$ cat src/rtl/pb_field_encoder.sv
// Protobuf field encoder: builds the field tag varint (field_id, wire type)
// and the value varint, each with its byte count, behind one register stage.
//
// Handshake: in_valid qualifies field_id/field_type/value on a rising edge;
// there is no ready, so a new input is taken every cycle. out_valid marks the
// registered result one cycle later. While in_valid is low, out_valid drops
// and the data outputs keep their last captured values.
module pb_field_encoder (
  input  logic        clk,
  input  logic        rst_n,
  input  logic        in_valid,
  input  logic [28:0] field_id,
  input  logic [4:0]  field_type,
  input  logic [63:0] value,
  output logic        out_valid,
  output logic [39:0] hdr_bytes,
  output logic [2:0]  hdr_len,
  output logic [79:0] val_bytes,
  output logic [3:0]  val_len,
  output logic        type_err
);

  // Operands zero-extended to a whole number of 7-bit groups.
  logic [34:0] w_tag_ext;
  logic [69:0] w_val_ext;
  logic [39:0] w_hdr_bytes;
  logic [2:0]  w_hdr_len;
  logic [79:0] w_val_bytes;
  logic [3:0]  w_val_len;
  logic        w_type_err;

  logic        r_out_valid;
  logic [39:0] r_hdr_bytes;
  logic [2:0]  r_hdr_len;
  logic [79:0] r_val_bytes;
  logic [3:0]  r_val_len;
  logic        r_type_err;

  // The tag only ever uses the low three wire-type bits; the upper two only
  // feed the error flag.
  assign w_tag_ext  = {3'b000, field_id, field_type[2:0]};
  assign w_val_ext  = {6'd0, value};
  assign w_type_err = (field_type > 5'd5);

  // Tag varint: highest nonzero group sets the length, then set continuation
  // bits on every byte below it and zero the bytes above it.
  always_comb begin
    w_hdr_len   = 3'd1;
    w_hdr_bytes = '0;
    for (int k = 1; k < 5; k++) begin
      if (w_tag_ext[7*k +: 7] != 7'd0) w_hdr_len = 3'(k + 1);
    end
    for (int k = 0; k < 5; k++) begin
      if (k < int'(w_hdr_len)) begin
        w_hdr_bytes[8*k +: 8] = {(k + 1 < int'(w_hdr_len)), w_tag_ext[7*k +: 7]};
      end
    end
  end

  // Value varint: same rule over ten 7-bit groups.
  always_comb begin
    w_val_len   = 4'd1;
    w_val_bytes = '0;
    for (int k = 1; k < 10; k++) begin
      if (w_val_ext[7*k +: 7] != 7'd0) w_val_len = 4'(k + 1);
    end
    for (int k = 0; k < 10; k++) begin
      if (k < int'(w_val_len)) begin
        w_val_bytes[8*k +: 8] = {(k + 1 < int'(w_val_len)), w_val_ext[7*k +: 7]};
      end
    end
  end

  // Result register: capture on in_valid, hold data otherwise, clear on reset.
  always_ff @(posedge clk or negedge rst_n) begin
    if (!rst_n) begin
      r_out_valid <= 1'b0;
      r_hdr_bytes <= '0;
      r_hdr_len   <= '0;
      r_val_bytes <= '0;
      r_val_len   <= '0;
      r_type_err  <= 1'b0;
    end else begin
      r_out_valid <= in_valid;
      if (in_valid) begin
        r_hdr_bytes <= w_hdr_bytes;
        r_hdr_len   <= w_hdr_len;
        r_val_bytes <= w_val_bytes;
        r_val_len   <= w_val_len;
        r_type_err  <= w_type_err;
      end
    end
  end

  assign out_valid = r_out_valid;
  assign hdr_bytes = r_hdr_bytes;
  assign hdr_len   = r_hdr_len;
  assign val_bytes = r_val_bytes;
  assign val_len   = r_val_len;
  assign type_err  = r_type_err;

endmodule

$ cat config.mk
export PLATFORM = sky130hd
export DESIGN_NAME = pb_field_encoder
export DESIGN_NICKNAME = d
export VERILOG_FILES = /design/src/rtl/pb_field_encoder.sv
export SDC_FILE = /design/constraint.sdc
export NUM_CORES = 1
export LEC_CHECK = 0
export CAP_MARGIN = 5
export CORE_MARGIN = 8
export CORE_UTILIZATION = 36
export CTS_CLUSTER_DIAMETER = 50
export CTS_CLUSTER_SIZE = 28
export DETAILED_ROUTE_END_ITERATION = 10
export PLACE_DENSITY_LB_ADDON = 0.25
export SETUP_SLACK_MARGIN = 0.02
export SYNTH_ARGS = -nofsm -noshare
export SYNTH_HDL_FRONTEND = slang
export SYNTH_SLANG_ARGS = --single-unit
$ cat constraint.sdc
create_clock -name clk -period 3.05 [get_ports clk]
set_clock_uncertainty 0.2 [all_clocks]
set_input_delay 0.7625 -clock clk [delete_from_list [all_inputs] [get_ports clk]]
set_output_delay 0.7625 -clock clk [all_outputs]
set_load 0.05 [all_outputs]
Word-level counts from Yosys, hierarchy flattened. Cells that the tools add are included.

Multiplexer cells: 28. Add/sub/neg operators: 0. Bitwise operators: 0. Reduce and logical (&&, ||, !) cells: 12. Shift-type cells: 0. $mul: 0. Div/mod/pow operators: 0. Equal/unequal tests: 0. Magnitude comparators: 18.

Operator list (count): $mux W8 (15); $reduce_bool A7 Y1 (12); $mux W4 (8); $lt A3 B4 Y1 const A (4); $lt A4 B4 Y1 const A (3); $mux W3 (3); $lt A1 B4 Y1 const A (2); $lt A2 B4 Y1 const A (2); $lt A1 B3 Y1 const A (2); $lt A2 B3 Y1 const A (2); $lt A3 B3 Y1 const A (2); $gt A5 B3 Y1 const B (1); $mux W2 (2).

Bits in registers: 129. Memory bits (read-only): 0. Bits of input ports: 101. RAM bits: 0. Memories kept: 0. Output and inout port bits: 129. Latch bits: 0.

Longest topological paths before layout. Gate-level depths: netlist of the first run.

Depth after elaboration: 12. Depth in mapped cells: 6. Depth with buffers taken out: 5.

Worst setup path before layout of the first run. Ideal clock, no wire load.

Path type: input port to flip-flop. Start: input value[31]. End: register r_val_bytes[36], in the netlist val_bytes[36]. Data required time: 2.729 ns. Buffers on the path: 1. Setup slack: 0.539 ns. Arrival time: 2.190 ns. Stages on the path: 5. Cells stage by stage: or4_4 -> nor4_4 -> a31oi_4 -> buf_6 -> a22o_1.

Cells in the longest elaborated chain, start to end: 9.

RTL lines: start, declared (line 14) `input logic [63:0] value,`; $reduce_bool A7 Y1 (line 65) `if (w_val_ext[7*k +: 7] != 7'd0) w_val_len = 4'(k + 1);`; $mux W4 (6 in a row) (line 65); $lt A3 B4 Y1 (line 68) `if (k < int'(w_val_len)) begin`; $mux W8 (line 68); end signal, assigned (line 88) `r_val_bytes <= w_val_bytes;`; end, declared (line 35) `logic [79:0] r_val_bytes;`.

Every way passes these cells. A chain may end at the register's enable or synchronous reset.

Worst setup path in the final report of the first run.
Start: input value[23]. End: register r_val_bytes[31], in the netlist val_bytes[31].

Cells in the longest elaborated chain, start to end: 10. Elaborated cells on any way between the ends: 11. Those cells by class: order compare (2); mux (8); reduce/logical (1).

RTL lines (line): $reduce_bool A7 Y1 (*) (65); $mux W4 (*) (7 in a row) (65); $lt A3 B4 Y1 / $lt A2 B4 Y1 (equally long branches) (69, 68); $mux W8 (*) (68).

Every way passes the cells marked *; elsewhere a longest branch is shown, timed or not.

==> metrics, run 1 <==
outcome finished clean; cell taking the most area after synthesis dfrtp_1; I/O Pins 230; initial antenna violation count 0; Yosys cell types slightly above 40; worst rel slew slack 0.607; DR WL/cell around 19 um; H-tree levels 4; Filler cells 1019; HP Class input pin to async pin; CP startpoint kind input pin; Final setup viols 0; fmax 387 MHz; Placement Rows 42; number of global-route vias before repair 4152; Post-CTS Setup Bufs 0; first-pass GRT wire length 22700 um; sequential area share after synthesis 0.628; post-route antenna net violation count 0; Ys Warns 0; asr flop ratio synth 1.00; final net count 678; share of layout cells above drive strength 1 0.0934; Area Growth Syn to Fin 64.7%; Hold Vio Cnt, Final 0; largest net degree at the start of global routing 53; CTS Hold Bufs 0; crit path capture type register; grt ovf 0; Buffers on Ports 220; Cell Count, Final, Fillers Out 765; die area about 17000 um^2; Synth top area share 0.628; RSZ-0062 raised after global routing no; MaxCap Viol Count 0; DP Wirelength 11200 um; core area 13100 um^2; Initial Util 0.366; post-synthesis register bit count 120; CTS tree yes; chip width 131 um; cell count after synthesis 340; synthesized cell area 4780 um^2; via count 3682; Worst-path clk slew 0.05 ns; # clock sinks 120; post-route minimum period between 2 and 3 ns; worst slew pin tran roughly 0.6 ns; clk buf depth 2; required time worst endpoint 3.16 ns; Leakage 3.25 nW; Num CTS Buffers 17; fin crit share 0.848; vias per cell roughly 4.8; crit path DAT 2.70 ns; drt pass-1 iters 4; Peak VDD IR 0.000319 V; Synth Flop Type dfrtp_1; post-CTS resize count 0; Post-Syn Area per Cell about 14 um^2; GRT Util Overall 0.165; clk_lat worst skew roughly 0.40 ns; Routed Wire Length 14200 um; Final Power 5.22 mW; chip height 131 um; crit path max fanout 2; Initial DRC Count 134; routability cong. 0.742; top cells by area, synth dfrtp_1, mux2_1, a22o_1, buf_4, nor2_1; placed cell count approximately 730; setup TNS 0 ns; WS Path Type input pin to register; Post-synth EDFFs 0; ANT cells 0; Max Slew Vio Count 0; DRC violations left 0; clock root cell clkbuf_16; Pwr per Cell Area 663 nW/um^2
state kept, by name, indices dropped and copies added (netlist names):
signal and cells:
type_err 1, hdr_bytes 37, out_valid 1, hdr_len 3, val_len 4, val_bytes 74
cells by family (layout without fill, tap and decap cells):
| logic type | count (synthesis) | after routing | share of synthesized area |
|---|---|---|---|
| other | 1 | 9 | 0.000784 |
| DFF | 120 | 120 | 0.628 |
| AOI/OAI and AO/OA | 54 | 54 | 0.0918 |
| and+or+nand+nor | 66 | 66 | 0.0819 |
| buffers and inverters | 28 | 269 | 0.0306 |
| muxes | 71 | 71 | 0.167 |
worst max-delay path, stage by stage:
cell and delay, ns:
clkdlybuf4s50_1 0.42, or4_4 0.57, or2_1 0.25, o311ai_2 0.34, a31oi_1 0.16, o31ai_1 0.20
synthesized netlist by cell type, types with 2 or more instances:
| master | number |
|---|---|
| a21o_1 | 7 |
| nor2_1 | 17 |
| buf_1 | 9 |
| a211oi_1 | 2 |
| inv_1 | 3 |
| nor4_4 | 2 |
| nor3_1 | 10 |
| nor2b_1 | 3 |
| buf_4 | 9 |
| dfrtp_1 | 120 |
| or2_1 | 2 |
| or3_1 | 3 |
| a31oi_1 | 2 |
| nor4_1 | 7 |
| nand2_1 | 8 |
| a22o_1 | 24 |
| a21oi_1 | 6 |
| mux2_1 | 71 |
| o21ai_1 | 3 |
| or4_4 | 2 |
| nand3_1 | 3 |
| clkbuf_1 | 5 |
| or4_1 | 4 |
cell type report:
cell class,count,area (um^2),area share
clock buffers,23,498,0.0632
inverters,4,15.0,0.00191
well taps,176,220,0.0279
flip-flops and latches,120,3000,0.381
clock inverters,8,165,0.0210
multi-input cells,200,1660,0.211
repair buffers,234,2310,0.294
per-layer routing:
metal,up-vias,share of wire,track usage
met1,1801,0.38,0.173
li1,1713,-,-
met5,-,0,0
met3,19,0.11,0.0880
met2,149,0.50,0.275
met4,0,0.015,0.0638
worst paths after layout:
check / from / end / slack [ns] / cells past startpoint
setup / recovery: value[23] / val_bytes[31] / 0.46 / 6
hold / removal: rst_n / val_bytes[21] / 0.03 / 1
setup reg to reg: hdr_bytes[15] / hdr_bytes[15] / 2.02 / 3
hold reg to reg: val_bytes[39] / val_bytes[39] / 0.28 / 1
max in group asynchronous: rst_n / hdr_bytes[18] / 1.95 / 2
min in group clk: val_bytes[39] / val_bytes[39] / 0.28 / 1
cells in the final DEF, fill, tap and decap left out, types with 2 or more instances in the layout:
master,Yosys,layout
nor3_1,10,10
or4_1,4,4
inv_1,3,3
nor4_1,7,7
dfrtp_1,120,120
mux2_1,71,71
nand3_1,3,3
nor2b_1,3,3
a31oi_1,2,2
clkbuf_16,0,17
bufinv_16,0,5
clkinv_2,0,3
clkdlybuf4s50_1,0,218
a21oi_1,6,6
or3_1,3,3
buf_4,9,15
a21o_1,7,7
a22o_1,24,24
nor2_1,17,17
conb_1,1,9
o21ai_1,3,3
nand2_1,8,8
a211oi_1,2,2
or4_4,2,2
clkbuf_8,0,5
or2_1,2,2
nor4_4,2,2
where the power goes:
part / internal, mW / switching (mW)
clock: 1.55 / 0.672
combinational: 0.444 / 0.754
sequential: 1.73 / 0.0699
total: 3.73 / 1.50
stage by stage:
stage / setup WS, ns / cell area (um^2) / utilization / hold WS [ns]
after floorplan: 0.539 / 4810 / - / 0.267
after global placement: 0.0893 / 7220 / 0.552 / 0.263
after detailed placement: 0.0257 / 7220 / 0.552 / 0.268
after CTS: 0.430 / 7880 / 0.602 / 0.0191
after global routing: 0.361 / 7880 / 0.602 / 0.0338
final: 0.463 / 7880 / 0.602 / 0.0282
(Power assumes the default switching activity.)
==> run 2: changes to the inputs <==
==> constraint.sdc (replaced) <==
create_clock -name clk -period 2.1 [get_ports clk]
set_clock_uncertainty 0.2 [all_clocks]
set_input_delay 0.525 -clock clk [delete_from_list [all_inputs] [get_ports clk]]
set_output_delay 0.525 -clock clk [all_outputs]
set_load 0.05 [all_outputs]
==> metrics, run 2 (synthesis results as in run 1) <==
# clock sinks 120 (unchanged); Largest register FFs 74 (unchanged); final net count 720 (was 678); fmax between 400 and 500 MHz; outcome finished clean (unchanged); Num CTS Buffers 17 (unchanged); Worst-path clk slew 0.06 ns (was 0.05 ns); drt pass-1 iters 4 (unchanged); Routed Wire Length 14800 um (was 14200 um); hold slack 0.159 ns (was 0.0282 ns); Final setup viols 0 (unchanged); area occupied by multi-input gates 1820 um^2 (was 1660 um^2); share of layout cells above drive strength 1 0.380 (was 0.0934); commonest non-fill, non-tap cell in the layout buf_4 (was clkdlybuf4s50_1); Pwr per Cell Area 920 nW/um^2 (was 663 nW/um^2); commonest cells after routing, fill and taps aside buf_4, dfrtp_1, mux2_1 (was clkdlybuf4s50_1, dfrtp_1, mux2_1); MaxCap Viol Count 0 (unchanged); I/O Pins 230 (unchanged); core area 13100 um^2 (unchanged); DRC violations left 0 (unchanged); DR WL/cell 18.3 um (was 18.5 um); FF+latch area 3000 um^2 (unchanged); Peak VDD IR 0.000551 V (was 0.000319 V); Initial DRC Count 154 (was 134); initial antenna violation count 2 (was 0); slowest CP cell or3_4 (was or4_4); Hold Vio Cnt, Final 0 (unchanged); Initial Util 0.366 (unchanged); crit path capture type register (unchanged); die area 17200 um^2 (unchanged); Placement Rows 42 (unchanged); Leakage 3.74 nW (was 3.25 nW); required time worst endpoint 2.21 ns (was 3.16 ns); Buffers on Ports 220 (unchanged); fin crit share 0.982; post-route minimum period a little over 2 ns; GRT Util Overall 0.173 (was 0.165); largest net degree at the start of global routing 37 (was 53); worst path cell trace dlygate4sd2_1, or3_4, or2_4, o311ai_4, a31oi_2, o31ai_1 (was clkdlybuf4s50_1, or4_4, or2_1, o311ai_2, a31oi_1, o31ai_1); chip height 131 um (unchanged); slowest stage delay, CP 0.40 ns (was 0.57 ns); clk_lat worst skew 0.40 ns (about the same); chip width 131 um (unchanged); first-pass GRT wire length 23800 um (was 22700 um); routability cong. 0.752 (was 0.742); Finished Core Util 0.617 (was 0.602); CP startpoint kind input pin (unchanged); crit path max fanout 2 (unchanged); Area Growth Syn to Fin 68.8% (was 64.7%); clock root cell clkbuf_16 (unchanged); clk buf depth 2 (unchanged); grt ovf 0 (unchanged); CTS tree yes (unchanged); Max Slew Vio Count 0 (unchanged); post-route antenna net violation count 0 (unchanged); H-tree levels 4 (unchanged); crit path DAT 2.17 ns (was 2.70 ns); HP Class input pin to register (was input pin to async pin); DP Wirelength 11400 um (was 11200 um); via count 3907 (was 3682); WS Path Type input pin to register (unchanged); number of global-route vias before repair 4400 (was 4152); vias per cell 4.83 (was 4.81); Filler cells 1057 (was 1019)
## run 2: cell count changes in the layout (fill, tap and decap cells not counted), moves of 4 or more
cell	before	now
clkdlybuf4s50_1	218	61
dlymetal6s2s_1	0	13
or4_1	4	0
or4_4	2	6
buf_12	1	5
dlygate4sd2_1	0	18
buf_6	0	4
buf_4	15	167
## run 2: layout make-up
class / instances / area share
tap: 176 / 0.0273
clock inverter: 9 / 0.0180
inverter: 4 / 0.00186
timing repair buffer: 275 / 0.295
multi-input combinational: 201 / 0.225
clock buffer: 22 / 0.0600
sequential: 120 / 0.372
antenna: 2 / 0.000620
## run 2: stage by stage
step           TNS [ns]  power [mW]  instance area (um^2)  std cells  worst slack (ns)
2_1_floorplan     -1.69        3.64                  4830        348            -0.148
3_3_place_gp     -20.21        4.36                  7240        767            -0.623
3_5_place_dp     -21.64        4.40                  7240        767            -0.725
4_1_cts               0        7.51                  7990        806            0.0151
5_1_grt        -0.00613        7.70                  8070        809          -0.00613
6_report              0        7.43                  8070        809            0.0386
## run 2: critical path, delay by kind of cell
family,cells,cell delay [ns]
compound gates,3,0.73
simple gates,2,0.67
buf+inv,1,0.25
## run 2: power by group
group / internal [mW] / switching [mW]
clock: 2.09 / 0.994
combinational: 0.602 / 1.11
sequential: 2.52 / 0.109
## run 2: timing repair
action	in CTS	in global routing
buffers inserted	6	1
gates cloned	1	0
endpoints found under the hold margin	24	0
gates resized for setup	41	31
hold buffers	1	0
pin swaps	27	22
endpoints found under the setup margin	33	33
## run 2: layer usage
layer,GRT usage,part of all wire,vias to the layer above
met4,0.0619,0.013,0
met5,0,0,-
li1,-,-,1795
met3,0.0770,0.087,19
met1,0.190,0.40,1939
met2,0.293,0.50,154
## run 2: worst paths after layout
| check | start | endpoint | cells after the start | slack, ns |
|---|---|---|---|---|
| max | value[21] | val_bytes[31] | 6 | 0.04 |
| min | value[23] | val_bytes[26] | 2 | 0.16 |
| max reg2reg | hdr_bytes[15] | hdr_bytes[15] | 3 | 1.03 |
| min reg2reg | hdr_bytes[2] | hdr_bytes[2] | 1 | 0.28 |
| max in group asynchronous | rst_n | val_bytes[18] | 3 | 0.77 |
| min in group asynchronous | rst_n | val_bytes[64] | 2 | 0.40 |
==> run 3: changes to the inputs <==
--- a/config.mk
+++ b/config.mk
@@ -5,12 +5,14 @@
 export SDC_FILE = /design/constraint.sdc
 export NUM_CORES = 1
 export LEC_CHECK = 0
+export ABC_CLOCK_PERIOD_IN_PS = 2100
 export CAP_MARGIN = 5
 export CORE_MARGIN = 8
-export CORE_UTILIZATION = 36
+export CORE_UTILIZATION = 35
 export CTS_CLUSTER_DIAMETER = 50
 export CTS_CLUSTER_SIZE = 28
 export DETAILED_ROUTE_END_ITERATION = 10
+export MAX_ROUTING_LAYER = met4
 export PLACE_DENSITY_LB_ADDON = 0.25
 export SETUP_SLACK_MARGIN = 0.02
 export SYNTH_ARGS = -nofsm -noshare
==> metrics, run 3 (synthesis results as in run 1) <==
Num CTS Buffers 17 (unchanged); crit path capture type register (unchanged); crit-path leading delay family simple AND/OR/NAND/NOR gates (was compound AO/OA/AOI/OAI gates); GR Util met2 0.280 (was 0.293); # clock sinks 120 (unchanged); core area 13300 um^2 (was 13100 um^2); commonest cells after routing, fill and taps aside buf_4, dfrtp_1, mux2_1, clkdlybuf4s50_1, a22o_1 (was buf_4, dfrtp_1, mux2_1); chip height 133 um (was 131 um); crit path DAT 2.14 ns (was 2.17 ns); outcome finished clean (unchanged); crit path max fanout 8 (was 2); ANT cells 0 (was 2); Pwr per Cell Area 929 nW/um^2 (was 920 nW/um^2); DRC violations left 0 (unchanged); I/O Pins 230 (unchanged); GR Util met3 0.0852 (was 0.0770); fin crit share 0.972 (was 0.982); largest net degree at the start of global routing 48 (was 37); Area Growth Syn to Fin 66.8% (was 68.8%); CTS tree yes (unchanged); initial antenna violation count 0 (was 2); Worst-path clk slew 0.05 ns (was 0.06 ns); final net count 715 (was 720); chip width 133 um (was 131 um); post-route antenna net violation count 0 (unchanged); Initial Util 0.360 (was 0.366); routability cong. 0.759 (was 0.752); slowest CP cell or4_4 (was or3_4); post-route minimum period 2.04 ns (was 2.06 ns); fmax 490 MHz (was 485 MHz); Final WS setup 0.0581 ns (was 0.0386 ns); commonest non-fill, non-tap cell in the layout buf_4 (unchanged); MaxCap Viol Count 0 (unchanged); pre-CTS WS -0.648 ns (was -0.725 ns); Hold Vio Cnt, Final 0 (unchanged); Final setup viols 0 (unchanged); Peak VDD IR 0.000560 V (was 0.000551 V); grt ovf 0 (unchanged); Initial DRC Count 96 (was 154); via count 3871 (was 3907); share of layout cells above drive strength 1 0.371 (was 0.380); die area 17700 um^2 (was 17200 um^2); DR WL/cell 18.3 um (about the same); WS Path Type input pin to register (unchanged); setup TNS 0 ns (unchanged); Largest register FFs 74 (unchanged); Buf/Inv on CP 2 (was 1); clk buf depth 2 (unchanged); global route hottest layer met2 (unchanged); required time worst endpoint 2.20 ns (was 2.21 ns); GRT Util Overall 0.173 (about the same); drt pass-1 iters 4 (unchanged); Buffers on Ports 220 (unchanged); DP Wirelength 11200 um (was 11400 um); Final Power 7.41 mW (was 7.43 mW); number of global-route vias before repair 4390 (was 4400); met1 Track Usage GR 0.182 (was 0.190); slowest stage delay, CP 0.49 ns (was 0.40 ns); clock root cell clkbuf_16 (unchanged); CP startpoint kind input pin (unchanged); clk_lat worst skew 0.40 ns (about the same); HP Class input pin to register (unchanged); Placement Rows 42 (unchanged); Leakage 3.62 nW (was 3.74 nW); vias per cell 4.83 (about the same); first-pass GRT wire length 23300 um (was 23800 um); worst path cell trace dlygate4sd2_1, or4_4, and4b_4, buf_4, a31oi_4, a22o_1 (was dlygate4sd2_1, or3_4, or2_4, o311ai_4, a31oi_2, o31ai_1); H-tree levels 4 (unchanged); Routed Wire Length 14700 um (was 14800 um); Max Slew Vio Count 0 (unchanged); RSZ-0062 raised after global routing no
run 3: cell types whose count changed in the layout (fill, tap and decap cells not counted), moves of 2 or more:
cell,delta
diode_2,-2
clkinv_2,-2
dlymetal6s2s_1,-7
dlygate4sd2_1,-5
buf_4,-3
buf_12,-2
clkdlybuf4s15_1,+2
clkdlybuf4s50_1,+10
run 3: path summary, 6_finish.rpt:
check | depth (start not counted) | from | endpoint | slack, ns
max | 6 | value[47] | val_bytes[34] | 0.06
min | 2 | value[25] | val_bytes[28] | 0.17
max reg2reg | 3 | hdr_bytes[15] | hdr_bytes[15] | 1.04
min reg2reg | 1 | hdr_len[2] | hdr_len[2] | 0.28
max in group asynchronous | 3 | rst_n | val_bytes[53] | 0.78
min in group asynchronous | 2 | rst_n | val_bytes[49] | 0.36
run 3: metrics by stage:
| step | cells | hold slack [ns] | util | area [um^2] |
|---|---|---|---|---|
| 2_1_floorplan | 348 | 0.0294 | - | 4830 |
| 3_3_place_gp | 765 | 0.228 | 0.541 | 7200 |
| 3_5_place_dp | 765 | 0.238 | 0.541 | 7200 |
| 4_1_cts | 800 | 0.236 | 0.595 | 7910 |
| 5_1_grt | 801 | 0.150 | 0.600 | 7980 |
| 6_report | 801 | 0.170 | 0.600 | 7980 |
run 3: layout make-up:
| cell class | count | area, um^2 |
|---|---|---|
| clock inverters | 8 | 144 |
| clock buffers | 22 | 484 |
| flip-flops and latches | 120 | 3000 |
| multi-input cells | 201 | 1800 |
| repair buffers | 270 | 2310 |
| well taps | 176 | 220 |
| inverters | 4 | 15.0 |
| fillers | 1088 | 5320 |
run 3: power breakdown:
part           internal, mW  switching (mW)  leakage [nW]
combinational         0.598            1.11          1.92
clock                  2.09           0.988         0.312
sequential             2.52           0.107          1.39
run 3: worst register-to-register path, stage by stage, from the launching register on:
cell and delay (ns):
dfrtp_1 0.39, nor2_1 0.09, a21oi_1 0.04, or2_1 0.21
run 3: what timing repair did:
| action | 4_1_cts | 5_1_grt |
|---|---|---|
| gates cloned | 1 | 0 |
| endpoints found under the hold margin | 17 | 0 |
| resized for setup | 36 | 26 |
| endpoints found under the setup margin | 33 | 33 |
| pin swaps | 27 | 17 |
| setup buffers | 3 | 2 |
| hold buffers | 1 | 0 |
run 3: per-layer routing:
metal | wire (um) | share of wire
met2 | 7290 | 0.50
met4 | 216 | 0.015
met3 | 1440 | 0.098
met1 | 5730 | 0.39
met5 | 0 | 0
